[config.mk]
export PLATFORM = sky130hd
export DESIGN_NAME = fetch_sequencer
export DESIGN_NICKNAME = d
export VERILOG_FILES = /design/src/rtl/fetch_sequencer.sv
export SDC_FILE = /design/constraint.sdc
export NUM_CORES = 1
export LEC_CHECK = 0
export BUFFER_PORTS_ARGS = -buffer_cell sky130_fd_sc_hd__clkbuf_2
export CELL_PAD_IN_SITES_DETAIL_PLACEMENT = 0
export CELL_PAD_IN_SITES_GLOBAL_PLACEMENT = 1
export CORE_MARGIN = 2
export CORE_UTILIZATION = 51
export CTS_CLUSTER_SIZE = 10
export DETAILED_ROUTE_END_ITERATION = 10
export PLACE_DENSITY_LB_ADDON = 0.1
export SLEW_MARGIN = 20
export SYNTH_ARGS = -nofsm -noshare
export SYNTH_HDL_FRONTEND = slang
export SYNTH_SLANG_ARGS = --single-unit
[constraint.sdc]
create_clock -name clk -period 11.1 [get_ports clk]
set_clock_uncertainty 0.15 [all_clocks]
set_input_delay 2.775 -clock clk [delete_from_list [all_inputs] [get_ports clk]]
set_output_delay 2.775 -clock clk [all_outputs]
set_load 0.1 [all_outputs]
[src/rtl/fetch_sequencer.sv]
`default_nettype none
// ============================================================================
// Module   : fetch_sequencer
// Summary  : Owns the PC, issues one ROM word read per cycle into a small
//            instruction FIFO, hands words to decode, handles redirect/drain.
// Revision : 1.0 - initial release
// ============================================================================
module fetch_sequencer #(
    parameter int DEPTH  = 4,
    parameter int ADDR_W = 32
) (
    input  logic              clk,
    input  logic              reset,
    input  logic              start,
    input  logic [ADDR_W-1:0] start_pc,
    input  logic [ADDR_W-1:0] rom_size,
    output logic              rom_req,
    output logic [ADDR_W-1:0] rom_addr,
    input  logic [31:0]       rom_data,
    input  logic              redirect,
    input  logic [ADDR_W-1:0] redirect_pc,
    output logic              instr_valid,
    output logic [31:0]       instr,
    output logic [ADDR_W-1:0] instr_pc,
    input  logic              instr_ready,
    output logic              busy,
    output logic              fetch_done
);

    localparam int PTR_W = $clog2(DEPTH);
    localparam int CNT_W = PTR_W + 1;

    localparam logic [CNT_W-1:0]  C_DEPTH    = CNT_W'(DEPTH);
    localparam logic [ADDR_W:0]   C_WORD_EXT = {{(ADDR_W-2){1'b0}}, 3'd4};
    localparam logic [ADDR_W-1:0] C_WORD     = {{(ADDR_W-3){1'b0}}, 3'd4};
    localparam logic [ADDR_W-1:0] C_ALIGN    = {{(ADDR_W-2){1'b1}}, 2'b00};

    typedef enum logic [1:0] {
        S_IDLE  = 2'd0,
        S_RUN   = 2'd1,
        S_DRAIN = 2'd2,
        S_DONE  = 2'd3
    } state_t;

    state_t            state_q, state_d;
    logic [ADDR_W-1:0] pc_q, pc_d;
    logic              inflight_q, inflight_d;
    logic [ADDR_W-1:0] req_pc_q;
    logic [CNT_W-1:0]  count_q, count_d;
    logic [PTR_W-1:0]  wr_ptr_q, rd_ptr_q;
    logic [31:0]       data_mem_q [DEPTH];
    logic [ADDR_W-1:0] pc_mem_q   [DEPTH];
    logic              busy_q, done_q;

    logic [ADDR_W-1:0] w_start_pc, w_redir_pc, w_pc_inc;
    logic              w_space, w_flush, w_issue, w_push, w_pop;

    // Word at addr fits when addr+4 <= size; one extra bit keeps the sum from wrapping.
    function automatic logic in_range(input logic [ADDR_W-1:0] addr,
                                      input logic [ADDR_W-1:0] size);
        return ({1'b0, addr} + C_WORD_EXT) <= {1'b0, size};
    endfunction

    assign w_start_pc = start_pc & C_ALIGN;
    assign w_redir_pc = redirect_pc & C_ALIGN;
    assign w_pc_inc   = pc_q + C_WORD;
    assign w_space    = (count_q + CNT_W'(inflight_q)) < C_DEPTH;
    assign w_flush    = redirect && (state_q != S_IDLE);
    assign w_issue    = (state_q == S_RUN) && !redirect && w_space && in_range(pc_q, rom_size);
    assign w_push     = inflight_q && !w_flush;
    assign w_pop      = instr_valid && instr_ready && !w_flush;

    assign rom_req     = w_issue;
    assign rom_addr    = pc_q;
    assign instr_valid = (count_q != '0);
    assign instr       = data_mem_q[rd_ptr_q];
    assign instr_pc    = pc_mem_q[rd_ptr_q];
    assign busy        = busy_q;
    assign fetch_done  = done_q;

    always_comb begin
        state_d    = state_q;
        pc_d       = pc_q;
        inflight_d = w_issue;
        count_d    = count_q;

        case (state_q)
            S_IDLE, S_DONE: begin
                if (start) begin
                    pc_d    = w_start_pc;
                    state_d = in_range(w_start_pc, rom_size) ? S_RUN : S_DRAIN;
                end
            end
            S_RUN: begin
                if (w_issue) begin
                    pc_d = w_pc_inc;
                    if (!in_range(w_pc_inc, rom_size)) begin
                        state_d = S_DRAIN;
                    end
                end else if (!in_range(pc_q, rom_size)) begin
                    state_d = S_DRAIN;
                end
            end
            S_DRAIN: begin
                if (!inflight_q && (count_q == '0)) begin
                    state_d = S_DONE;
                end
            end
            default: state_d = S_IDLE;
        endcase

        if (w_push && !w_pop) begin
            count_d = count_q + CNT_W'(1);
        end else if (!w_push && w_pop) begin
            count_d = count_q - CNT_W'(1);
        end

        // Redirect overrides everything: the in-flight response is dropped via w_push.
        if (w_flush) begin
            pc_d    = w_redir_pc;
            state_d = in_range(w_redir_pc, rom_size) ? S_RUN : S_DRAIN;
            count_d = '0;
        end
    end

    always_ff @(posedge clk or negedge reset) begin
        if (!reset) begin
            state_q    <= S_IDLE;
            pc_q       <= '0;
            inflight_q <= 1'b0;
            req_pc_q   <= '0;
            count_q    <= '0;
            wr_ptr_q   <= '0;
            rd_ptr_q   <= '0;
            busy_q     <= 1'b0;
            done_q     <= 1'b0;
            for (int i = 0; i < DEPTH; i++) begin
                data_mem_q[i] <= '0;
                pc_mem_q[i]   <= '0;
            end
        end else begin
            state_q    <= state_d;
            pc_q       <= pc_d;
            inflight_q <= inflight_d;
            count_q    <= count_d;
            busy_q     <= (state_d == S_RUN) || (state_d == S_DRAIN);
            done_q     <= (state_d == S_DONE);

            if (w_issue) begin
                req_pc_q <= pc_q;
            end

            if (w_flush) begin
                wr_ptr_q <= '0;
                rd_ptr_q <= '0;
            end else begin
                if (w_push) begin
                    data_mem_q[wr_ptr_q] <= rom_data;
                    pc_mem_q[wr_ptr_q]   <= req_pc_q;
                    wr_ptr_q             <= wr_ptr_q + PTR_W'(1);
                end
                if (w_pop) begin
                    rd_ptr_q <= rd_ptr_q + PTR_W'(1);
                end
            end
        end
    end

endmodule
`default_nettype wire

======== Word level (Yosys, flattened, before mapping) ========
Cells that the tools add are included.
storage, ports and cells
  register bits ........................... 332
  input bits .............................. 133
  output and inout bits ................... 100
  word-level logic and storage cells ...... 104
operators by class
  add/sub/neg operators ................... 10
  order comparisons ....................... 8
  equality and inequality tests ........... 8
  mux-type cells .......................... 30
  bitwise gates (word level) .............. 3
  reduce and logical (&&, ||, !) cells .... 28
operators by type and width
  cell                                                                    number
  128-bit bitwise mux                                                     2
  32-bit 2-to-1 mux                                                       8
  32-bit by 3-bit adder with 33-bit output (second input constant)        4
  33-bit by 32-bit <= comparator with 1-bit output                        4
  32-bit binary-select mux with 2-bit select                              2
  32-bit demux with 2-bit select                                          1
  32-bit case mux with 2 select lines                                     1
  32-bit by 3-bit adder with 32-bit output (second input constant)        1
  2-bit 2-to-1 mux                                                        12
  1-bit logical AND                                                       11
  3-bit 2-to-1 mux                                                        3
  3-bit nonzero test                                                      3
  2-bit equality test (second input constant)                             4
  3-bit >= comparator (second input constant)                             2
  3-bit inequality test (second input constant)                           2
  2-bit NOT with 3-bit output                                             2
  2-bit case mux with 3 select lines                                      1
  2-bit nonzero test                                                      3
  1-bit zero test                                                         5
  2-bit by 1-bit adder with 2-bit output (second input constant)          2
  2-bit by 1-bit equality test with 1-bit output (second input constant)  2
  3-bit by 1-bit adder with 3-bit output                                  1
  3-bit by 1-bit adder with 3-bit output (second input constant)          1
  3-bit zero test                                                         1
  9 further kinds                                                         9

======== Logic depth before layout (Yosys ltp) ========
Gate-level depths: netlist of run 1.
  depth in word-level cells ............... 9
  mapped depth ............................ 21
  gate-level depth less buffers ........... 20

======== Least setup slack after synthesis of run 1 ========
OpenSTA, ideal clock, no wires.
  kind .................................... input-to-output
  start point ............................. input rom_size[16]
  end point ............................... output rom_req
  arrival ................................. 5171 ps
  required time ........................... 8175 ps
  setup slack ............................. 3004 ps
  stages on the path ...................... 10
  path buffers ............................ 2
  path through ............................ inv_1 -> ha_1 -> a21oi_1 -> o21ai_0 -> o311a_1 -> o31ai_1 -> nand3b_1 -> buf_2 -> buf_2 -> inv_1
between the ends
  longest elaborated chain between the ends .. 2
ends and longest elaborated chain
  what                                              RTL line  text
  start: declaration                                16        input logic [ADDR_W-1:0] rom_size,
  33-bit by 32-bit <= comparator with 1-bit output  61        return ({1'b0, addr} + C_WORD_EXT) <= {1'b0, size};
  1-bit logical AND                                 69        assign w_issue = (state_q == S_RUN) && !redirect && w_space && in_range(pc_q, rom_size);
  end: declaration                                  17        output logic rom_req,
Every way passes these cells.

======== Worst setup path in the final report of run 1 ========
  start point ............................. register pc_q[2] (netlist: rom_addr[2])
  end point ............................... output rom_req
between the ends
  longest elaborated chain between the ends .. 3
ends and longest elaborated chain
  what                                              RTL line  text
  start: declaration                                46        logic [ADDR_W-1:0] pc_q, pc_d;
  start signal: assignment                          143       pc_q <= pc_d;
  32-bit by 3-bit adder with 33-bit output          61
  33-bit by 32-bit <= comparator with 1-bit output  61
  1-bit logical AND                                 69
Every way passes these cells.

==> results.sh, run 1 <==
export IMPL_rows=71
export IMPL_yosysSeqAreaShare=0.409
export IMPL_post_route_drc_count=0
export IMPL_cp_required_ps=8180
export IMPL_outcome="finished clean"
export IMPL_grt_pass1_vias=14263
export IMPL_antenna_left=0
export IMPL_cp_data_arrival_time_ps=5420
export IMPL_critPathKind="flop to output pin"
export IMPL_syn_area_um2=19600
export IMPL_track_usage=0.247
export IMPL_clock_latency_ps=530
export IMPL_die_area_um2=39900
export IMPL_final_common_cell="dfrtp_1"
export IMPL_yosys_most_used_dff="dfrtp_1"
export IMPL_nNetsFinal=2164
export IMPL_fin_crit_ps=8350
export IMPL_grt_overflow=0
export IMPL_start_util=0.518
export IMPL_hp_class="flop to flop"
export IMPL_hold_viol_final=0
export IMPL_drt_vias_per_instance=5.75
export IMPL_synthArstFlopShare=1.00
export IMPL_die_w_um=200
export IMPL_synthToLayoutAreaGrowth_pct=13.4
export IMPL_slew_viol_final=0
export IMPL_synthDistinctLibCells=69
export IMPL_grt_pass1_wl_um=77200
export IMPL_avgRoutedWirePerCell_um=20.1
export IMPL_reg2reg_slack_ps=4920
export IMPL_worstPathCellList="ha_1 > nand4_1 > or4_1 > nor3_1 > xor2_1 > ha_1 > a211oi_1 > nor2_1 > nor3_1 > nand2_1 > o31ai_1 > nand3b_1 > inv_1 > clkbuf_2"
export IMPL_antenna_found_initial=0
export IMPL_fin_crit_sh=0.752
export IMPL_hold_end="pc_mem_q[28]"
export IMPL_hpwl_um=35400
export IMPL_cts_buffers=38
export IMPL_path_max_fanout=13
export IMPL_end_kind="output pin"
export IMPL_final_util=0.588
export IMPL_syn_inst=1702
export IMPL_cts_hold_buf=0
export IMPL_cp_slowest_cell="or4_1"
export IMPL_root_buffer="clkbuf_16"
export IMPL_final_setup_tns_ps=0
export IMPL_grt_setup_unrepaired="no"
export IMPL_most_common_layout_cells="dfrtp_1, mux2_2, clkbuf_2, ha_1, nand2_1"
export IMPL_holdPathStages=1
export IMPL_yosys_warnings=0
export IMPL_whs_ps=347
export IMPL_cts_sink_count=320
export IMPL_drive_above_1_share=0.349
export IMPL_path_clk_slew_ps=50
export IMPL_pin_count=233
export IMPL_diodes=0
export IMPL_synth_edf_count=0
export IMPL_place_area_um2=21100
export IMPL_r2r_end="busy"
export IMPL_final_area_um2=22200
export IMPL_cts_resized=0
export IMPL_clock_path_buffers=3
export IMPL_cpPeakStageDelay_ps=670
export IMPL_num_vias=13904
export IMPL_setup_violations=0
export IMPL_wirelength_um=48500
export IMPL_slew_headroom=0.325
export IMPL_maxCapViolCount=0
export IMPL_die_height_um=200
export IMPL_drt_iter0_drc=636
export IMPL_grt_max_degree=129
export IMPL_fmax_mhz=120
export IMPL_cts_setup_buffers=0
export IMPL_hold_start="pc_mem_q[28]"
export IMPL_cp_start_kind="flop"
export IMPL_core_area_um2=37800
export IMPL_n_fill_cell=3206
export IMPL_dr_pass1_iters=7
export IMPL_htree_levels=2
export IMPL_cts_tree="yes"
export IMPL_gp_congestion=0.897
export IMPL_io_buffers=224
export IMPL_syn_area_per_cell_um2=11.5
export IMPL_reg2regPathDepth=19
export IMPL_synth_seq_cells=320
export IMPL_worst_pin_slew_ps=999
export IMPL_rr_startpoint="rom_addr[4]"
## critical path: cells and delay by family, from the launching register on
kind                     cells  cell delay (ps)
AO/OA/AOI/OAI                2              800
buffers and inverters        2              600
XOR/XNOR                     1              280
adder cells (fa/ha/maj)      2              700
flip-flops                   1              620
AND/OR/NAND/NOR              7             1870
## sequential cells by signal, indices dropped and copies added (netlist names)
register	count
inflight_q	1
state_q	2
wr_ptr_q	2
fetch_done	1
rom_addr	30
count_q	3
busy	1
pc_mem_q	120
data_mem_q	128
rd_ptr_q	2
req_pc_q	30
## cells by family (layout without fill, tap and decap cells)
| logic type | after synthesis | after routing | synth area share |
|---|---|---|---|
| AO/OA/AOI/OAI | 196 | 196 | 0.0624 |
| XOR/XNOR | 117 | 117 | 0.0528 |
| adder cells (fa/ha/maj) | 134 | 134 | 0.0861 |
| buffers and inverters | 159 | 360 | 0.0329 |
| flip-flops | 320 | 320 | 0.409 |
| multiplexers | 379 | 379 | 0.253 |
| other | 1 | 4 | 0.000192 |
| AND/OR/NAND/NOR | 396 | 396 | 0.104 |
## how the worst max path moves through the flow
stage,startpoint,to,slack [ps],depth (start not counted)
floorplan,rom_size[16],rom_req,3000,10
global placement,rom_size[6],rom_req,2810,10
detailed placement,rom_size[7],rom_req,2790,10
CTS,rom_addr[2],rom_req,2710,14
global route,rom_addr[4],rom_req,2430,15
finish,rom_addr[2],rom_req,2750,14
## metal layers
layer  track usage  wire [µm]  vias up
li1              -          -     6596
met1         0.336      22000     6951
met2         0.414      23200      291
met3        0.0326       2010       66
met4        0.0782       1310        0
met5             0          0        -
## Yosys cell counts, drive strengths merged (35+ instances only)
library cell	instances	area, µm²
a21oi	51	255
clkbuf	53	200
dfrtp	320	8010
ha	133	1660
inv	75	282
mux2	296	3330
mux4	62	1400
nand2	116	435
nand3	58	290
nand4	38	253
nor2	75	284
o21ai	63	323
xnor2	82	718
xor2	35	314
## cell type report
type | count | area [µm²] | share of cell area
Inverter | 75 | 282 | 0.0127
Tap cell | 511 | 639 | 0.0288
Sequential cell | 320 | 8010 | 0.361
Clock buffer | 45 | 987 | 0.0445
Timing Repair Buffer | 236 | 1220 | 0.0551
Multi-Input combinational cell | 1226 | 11000 | 0.495
Clock inverter | 4 | 63.8 | 0.00288
## through the flow
step / cells / setup WS [ps]
global route: 2417 / 2430
finish: 2417 / 2750
detailed placement: 2368 / 2790
CTS: 2417 / 2710
floorplan: 1705 / 3000
global placement: 2368 / 2810
Power of run 1 is not shown: default switching activity piles up to over one toggle a cycle in this logic, so the estimate is an artifact.
==> run 2, diff against run 1 <==
--- a/config.mk
+++ b/config.mk
@@ -5,11 +5,12 @@
 export SDC_FILE = /design/constraint.sdc
 export NUM_CORES = 1
 export LEC_CHECK = 0
+export ABC_AREA = 1
 export BUFFER_PORTS_ARGS = -buffer_cell sky130_fd_sc_hd__clkbuf_2
 export CELL_PAD_IN_SITES_DETAIL_PLACEMENT = 0
 export CELL_PAD_IN_SITES_GLOBAL_PLACEMENT = 1
 export CORE_MARGIN = 2
-export CORE_UTILIZATION = 51
+export CORE_UTILIZATION = 40
 export CTS_CLUSTER_SIZE = 10
 export DETAILED_ROUTE_END_ITERATION = 10
 export PLACE_DENSITY_LB_ADDON = 0.1
==> constraint.sdc (replaced) <==
create_clock -name clk -period 7.45 [get_ports clk]
set_clock_uncertainty 0.15 [all_clocks]
set_input_delay 1.8625 -clock clk [delete_from_list [all_inputs] [get_ports clk]]
set_output_delay 1.8625 -clock clk [all_outputs]
set_load 0.1 [all_outputs]
==> results.sh, run 2 <==
export IMPL_outcome="finished clean"
export IMPL_yosysSeqAreaShare=0.397
export IMPL_clock_path_buffers=3
export IMPL_n_fill_cell=5210
export IMPL_grt_pass1_vias=18073
export IMPL_netlist_area_leader_share=0.397
export IMPL_grt_overflow=0
export IMPL_antenna_left=0
export IMPL_cts_buffers=39
export IMPL_hold_start="data_mem_q[77]"
export IMPL_cp_data_arrival_time_ps=5080
export IMPL_leakagePower_uw=0.0115
export IMPL_hp_class="flop to flop"
export IMPL_reg2regPathDepth=22
export IMPL_synth_area_leaders="dfrtp_1, o21ai_0, nand2_1, ha_1, inv_1"
export IMPL_cp_start_kind="flop"
export IMPL_p_int_uw=4650
export IMPL_syn_area_per_cell_um2=7.56
export IMPL_synth_seq_cells=320
export IMPL_cts_hold_buf=0
export IMPL_p_comb_frac=0.611
export IMPL_final_setup_tns_ps=0
export IMPL_num_vias=18304
export IMPL_holdPathStages=2
export IMPL_die_area_um2=52300
export IMPL_die_height_um=229
export IMPL_start_util=0.404
export IMPL_p_sw_uw=6700
export IMPL_htree_levels=2
export IMPL_root_buffer="clkbuf_16"
export IMPL_cts_resized=0
export IMPL_end_kind="output pin"
export IMPL_grt_max_degree=144
export IMPL_rr_startpoint="rom_addr[3]"
export IMPL_pwr_share_seq=0.243
export IMPL_cts_tree="yes"
export IMPL_pin_count=233
export IMPL_core_area_um2=50000
export IMPL_drt_vias_per_instance=5.20
export IMPL_post_route_drc_count=0
export IMPL_die_w_um=229
export IMPL_reg_top3="data_mem_q (128), pc_mem_q (120)"
export IMPL_gp_congestion=0.886
export IMPL_hpwl_um=47700
export IMPL_nNetsFinal=3106
export IMPL_yosys_warnings=0
export IMPL_antenna_found_initial=0
export IMPL_r2r_end="rom_addr[22]"
export IMPL_fmax_mhz=141
export IMPL_path_max_fanout=9
export IMPL_most_common_layout_cells="nand2_1, o21ai_0, dfrtp_1, inv_1, nor2_1"
export IMPL_avgRoutedWirePerCell_um=18.2
export IMPL_setup_violations=0
export IMPL_p_total_uw=11300
export IMPL_synthArstFlopShare=1.00
export IMPL_final_common_cell="nand2_1"
export IMPL_hold_viol_final=0
export IMPL_diodes=0
export IMPL_synth_largest_area_cell="dfrtp_1"
export IMPL_yosys_most_used_dff="dfrtp_1"
export IMPL_slew_headroom=0.327
export IMPL_dpl_worst_slack_ps=935
export IMPL_fin_crit_sh=0.952
export IMPL_vdd_ir_drop_max_mv=0.340
export IMPL_cp_slowest_cell="dfrtp_1"
export IMPL_critPathKind="flop to output pin"
export IMPL_worst_pin_slew_ps=1010
export IMPL_drt_iter0_drc=1283
export IMPL_top_register="data_mem_q"
export IMPL_synth_most_common_cell="nand2_1"
export IMPL_drive_above_1_share=0.129
export IMPL_rows=82
export IMPL_reg2reg_slack_ps=1680
export IMPL_slew_viol_final=0
export IMPL_pwr_share_clk=0.147
export IMPL_worstPathCellList="ha_1 > nand2_2 > nor2_4 > nand2_4 > nor2_8 > inv_1 > nor2_1 > xor2_1 > inv_1 > ha_1 > nand4_1 > nor3_1 > nor4b_1 > nand3_1 > nand3_1 > nand2_1 > nand2_1 > inv_2 > clkbuf_2"
export IMPL_maxCapViolCount=0
export IMPL_p_sw_frac=0.590
export IMPL_cp_required_ps=5440
export IMPL_fin_ws_ps=359
export IMPL_io_buffers=224
export IMPL_synthDistinctLibCells=54
export IMPL_fin_crit_ps=7090
export IMPL_cts_sink_count=320
export IMPL_grt_setup_unrepaired="no"
export IMPL_powerDensity_nw_per_um2=495
export IMPL_synthToLayoutAreaGrowth_pct=13.6
export IMPL_synth_edf_count=0
export IMPL_cts_setup_buffers=0
export IMPL_synth_commonest_cells="nand2_1, o21ai_0, dfrtp_1"
export IMPL_largest_reg_flops=128
export IMPL_path_clk_slew_ps=50
export IMPL_cpPeakStageDelay_ps=630
export IMPL_track_usage=0.245
export IMPL_syn_area_um2=20200
export IMPL_grt_pass1_wl_um=101000
export IMPL_wirelength_um=64100
export IMPL_syn_inst=2672
export IMPL_clock_latency_ps=530
export IMPL_dr_pass1_iters=5
export IMPL_hold_end="data_mem_q[77]"
==> run 2: cell count changes in the layout (fill, tap and decap cells not counted), sizes merged, moves of 21 or more <==
cell   change
nor2     +190
o21ai    +429
o22ai     +60
and3      -21
inv      +226
xnor2     -71
mux4      -62
a21oi     +29
xor2      +39
nor3      +32
mux2     -296
nand2    +482
==> run 2: how the worst max path moves through the flow <==
| stage | from | to | cells past startpoint | slack (ps) |
|---|---|---|---|---|
| after CTS | rom_addr[3] | rom_req | 19 | 400 |
| final | rom_addr[3] | rom_req | 19 | 360 |
| after global routing | rom_addr[3] | rom_req | 19 | 70 |
| after floorplan | rom_addr[2] | rom_req | 18 | 1370 |
| after detailed placement | redirect_pc[3] | busy | 25 | 940 |
| after global placement | start_pc[2] | busy | 31 | 930 |
==> run 2: area by class of cell <==
type	count	area [µm²]	share of cell area
Clock buffer	46	1020	0.0446
Clock inverter	5	46.3	0.00202
Inverter	303	1140	0.0497
Multi-Input combinational cell	1932	10600	0.462
Sequential cell	320	8010	0.349
Tap cell	672	841	0.0367
Timing Repair Buffer	243	1290	0.0561
==> run 2: layer usage <==
layer,track usage,vias up,routed length [µm]
met2,0.425,460,31500
met4,0.0978,0,2540
met5,0,-,0
met1,0.310,8595,27400
met3,0.0271,107,2650
li1,-,9142,-
==> run 2: stage by stage <==
step	hold slack, ps	std cells	utilization	cell area, µm²
detailed placement	318	3470	0.438	21900
CTS	331	3521	0.459	22900
finish	326	3521	0.459	22900
global placement	310	3470	0.438	21900
global route	350	3521	0.459	22900
floorplan	298	2675	-	20200
==> run 2: critical path: cells and delay by family, from the launching register on <==
kind,cells,cell delay (ps)
xor+xnor,1,390
fa+ha+maj,2,670
buf+inv,4,630
flops,1,630
simple gates,12,2210
==> run 2: logic make-up after synthesis <==
| logic type | share of synthesized area |
|---|---|
| fa+ha+maj | 0.0834 |
| compound gates | 0.170 |
| mux | 0.000991 |
| buf+inv | 0.0817 |
| other cells | 0.000186 |
| simple gates | 0.226 |
| flops | 0.397 |
| xor+xnor | 0.0408 |
==> run 2: power by group through the flow <==
stage	Combinational [µW]	Clock [µW]	Sequential, µW
2_1_floorplan	4920	0	3220
3_3_place_gp	6890	0	2770
3_5_place_dp	6970	0	2780
4_1_cts	6980	1710	2760
5_1_grt	7510	1780	2830
6_report	6930	1670	2750
No activity file was read; power rests on OpenSTA's default activity.
==> run 3, diff against run 2 <==
--- a/config.mk
+++ b/config.mk
@@ -14,6 +14,7 @@
 export CTS_CLUSTER_SIZE = 10
 export DETAILED_ROUTE_END_ITERATION = 10
 export PLACE_DENSITY_LB_ADDON = 0.1
+export REMOVE_ABC_BUFFERS = 1
 export SLEW_MARGIN = 20
 export SYNTH_ARGS = -nofsm -noshare
 export SYNTH_HDL_FRONTEND = slang
==> results.sh, run 3 (synthesized netlist as in run 2, its figures left out) <==
export IMPL_die_w_um=229
export IMPL_gp_congestion=0.889
export IMPL_reg_top3="data_mem_q (128), pc_mem_q (120)"
export IMPL_cts_buffers=39
export IMPL_fmax_mhz=145
export IMPL_reg2regPathDepth=25
export IMPL_antenna_left=0
export IMPL_track_usage=0.231
export IMPL_rr_startpoint="rom_addr[2]"
export IMPL_hold_viol_final=0
export IMPL_register_area_um2=8010
export IMPL_hold_start="pc_mem_q[84]"
export IMPL_cts_setup_buffers=0
export IMPL_powerDensity_nw_per_um2=490
export IMPL_routed_wl_met3_um=2330
export IMPL_p_sw_uw=6570
export IMPL_root_buffer="clkbuf_16"
export IMPL_route_met2_wl_um=28400
export IMPL_holdPathStages=2
export IMPL_grt_pass1_vias=17748
export IMPL_die_height_um=229
export IMPL_final_util=0.461
export IMPL_post_route_drc_count=0
export IMPL_dr_pass1_iters=5
export IMPL_synthToLayoutAreaGrowth_pct=14.0
export IMPL_final_setup_tns_ps=0
export IMPL_wl_met1_um=28200
export IMPL_path_max_fanout=8
export IMPL_routed_top_layer="met4"
export IMPL_path_clk_slew_ps=50
export IMPL_vdd_ir_drop_max_mv=0.290
export IMPL_outcome="finished clean"
export IMPL_hp_class="flop to flop"
export IMPL_grt_overflow=0
export IMPL_drive_above_1_share=0.130
export IMPL_cts_hold_buf=0
export IMPL_hold_end="pc_mem_q[84]"
export IMPL_p_comb_frac=0.605
export IMPL_n_fill_cell=5183
export IMPL_clock_path_buffers=3
export IMPL_most_common_layout_cells="nand2_1, o21ai_0, dfrtp_1, inv_1, nor2_1"
export IMPL_end_kind="output pin"
export IMPL_cts_tree="yes"
export IMPL_critPathKind="flop to output pin"
export IMPL_nNetsFinal=3104
export IMPL_worst_pin_slew_ps=1050
export IMPL_crit_buf_inv=4
export IMPL_wirelength_um=60700
export IMPL_cts_sink_count=320
export IMPL_grt_pass1_wl_um=96800
export IMPL_cp_required_ps=5440
export IMPL_cp_slowest_cell="dfrtp_1"
export IMPL_worstPathCellList="ha_1 > nand2_2 > nor2_4 > nand2_4 > nor2_8 > inv_1 > nor2_1 > xor2_1 > inv_1 > ha_1 > nand4_1 > nor3_1 > nor4b_1 > nand3_1 > nand3_1 > nand2_1 > nand2_2 > inv_2 > clkbuf_2"
export IMPL_setup_violations=0
export IMPL_top_register="data_mem_q"
export IMPL_rows=82
export IMPL_cts_resized=0
export IMPL_fin_crit_ps=6890
export IMPL_grt_setup_unrepaired="no"
export IMPL_diodes=0
export IMPL_p_int_uw=4710
export IMPL_path_delay_family="simple AND/OR/NAND/NOR gates"
export IMPL_start_util=0.404
export IMPL_clock_latency_ps=520
export IMPL_grt_max_degree=128
export IMPL_fin_crit_sh=0.925
export IMPL_antenna_found_initial=0
export IMPL_cp_data_arrival_time_ps=4880
export IMPL_drt_iter0_drc=1228
export IMPL_htree_levels=2
export IMPL_slew_viol_final=0
export IMPL_r2r_end="busy"
export IMPL_avgRoutedWirePerCell_um=17.2
export IMPL_cpPeakStageDelay_ps=500
export IMPL_die_area_um2=52300
export IMPL_slew_headroom=0.297
export IMPL_multi_input_area_um2=10600
export IMPL_largest_reg_flops=128
export IMPL_reg2reg_slack_ps=2310
export IMPL_hpwl_um=44000
export IMPL_num_vias=18136
export IMPL_maxCapViolCount=0
export IMPL_pin_count=233
export IMPL_drt_vias_per_instance=5.15
export IMPL_leakagePower_uw=0.0116
export IMPL_pwr_share_seq=0.242
export IMPL_p_sw_frac=0.582
export IMPL_final_common_cell="nand2_1"
export IMPL_pwr_share_clk=0.152
export IMPL_cp_start_kind="flop"
export IMPL_core_area_um2=50000
export IMPL_io_buffers=224
## run 3: area by class of cell
cell class              instances  share of cell area
clock buffers                  48              0.0461
multi-input cells            1932               0.460
clock inverters                 5             0.00283
flip-flops and latches        320               0.348
repair buffers                241              0.0567
well taps                     672              0.0365
inverters                     303              0.0495
## run 3: worst max-delay path by stage
stage | startpoint | end | slack, ps | depth (start not counted)
finish | rom_addr[2] | rom_req | 560 | 19
global route | rom_addr[2] | rom_req | 270 | 19
CTS | rom_addr[2] | rom_req | 510 | 19
detailed placement | start_pc[2] | busy | 970 | 31
global placement | rom_size[4] | rom_req | 1060 | 15
floorplan | rd_ptr_q[0] | instr[0] | -60 | 3
## run 3: worst register-to-register path: stages, from the launching register on
cell and delay (ps):
dfrtp_1 500, ha_1 280, nand2_2 100, nor2_4 240, nand2_4 110, nor2_8 140
inv_1 50, nor2_1 110, xor2_1 400, inv_1 120, ha_1 360, nand4_1 150
nor3_1 240, nor4b_1 440, nand3_1 150, nand3_1 180, nand2_1 110, nand2_2 240
inv_2 60, buf_4 200, nand2_1 90, nand2_1 50, nand2_1 60, nand2_1 60
a21oi_1 170, ha_1 250
## run 3: metal layers
layer	vias up	track usage
met4	0	0.0729
met2	391	0.385
met3	84	0.0243
met5	-	0
met1	8532	0.316
li1	9129	-
## run 3: power by group through the flow
stage | Combinational [µW] | Clock, µW | Sequential, µW
floorplan | 4740 | 0 | 3300
global placement | 6790 | 0 | 2750
detailed placement | 6860 | 0 | 2760
CTS | 6870 | 1770 | 2730
global route | 7420 | 1840 | 2820
finish | 6830 | 1720 | 2740
## run 3: metrics by stage
stage / cell area [µm²] / instances / setup slack (ps) / total power [µW] / hold WS (ps)
5_1_grt: 23000 / 3521 / 272 / 12100 / 345
3_3_place_gp: 21900 / 3467 / 1060 / 9530 / 311
4_1_cts: 23000 / 3520 / 507 / 11400 / 331
2_1_floorplan: 19700 / 2555 / -61.5 / 8040 / 298
3_5_place_dp: 21900 / 3467 / 974 / 9610 / 318
6_report: 23000 / 3521 / 556 / 11300 / 326
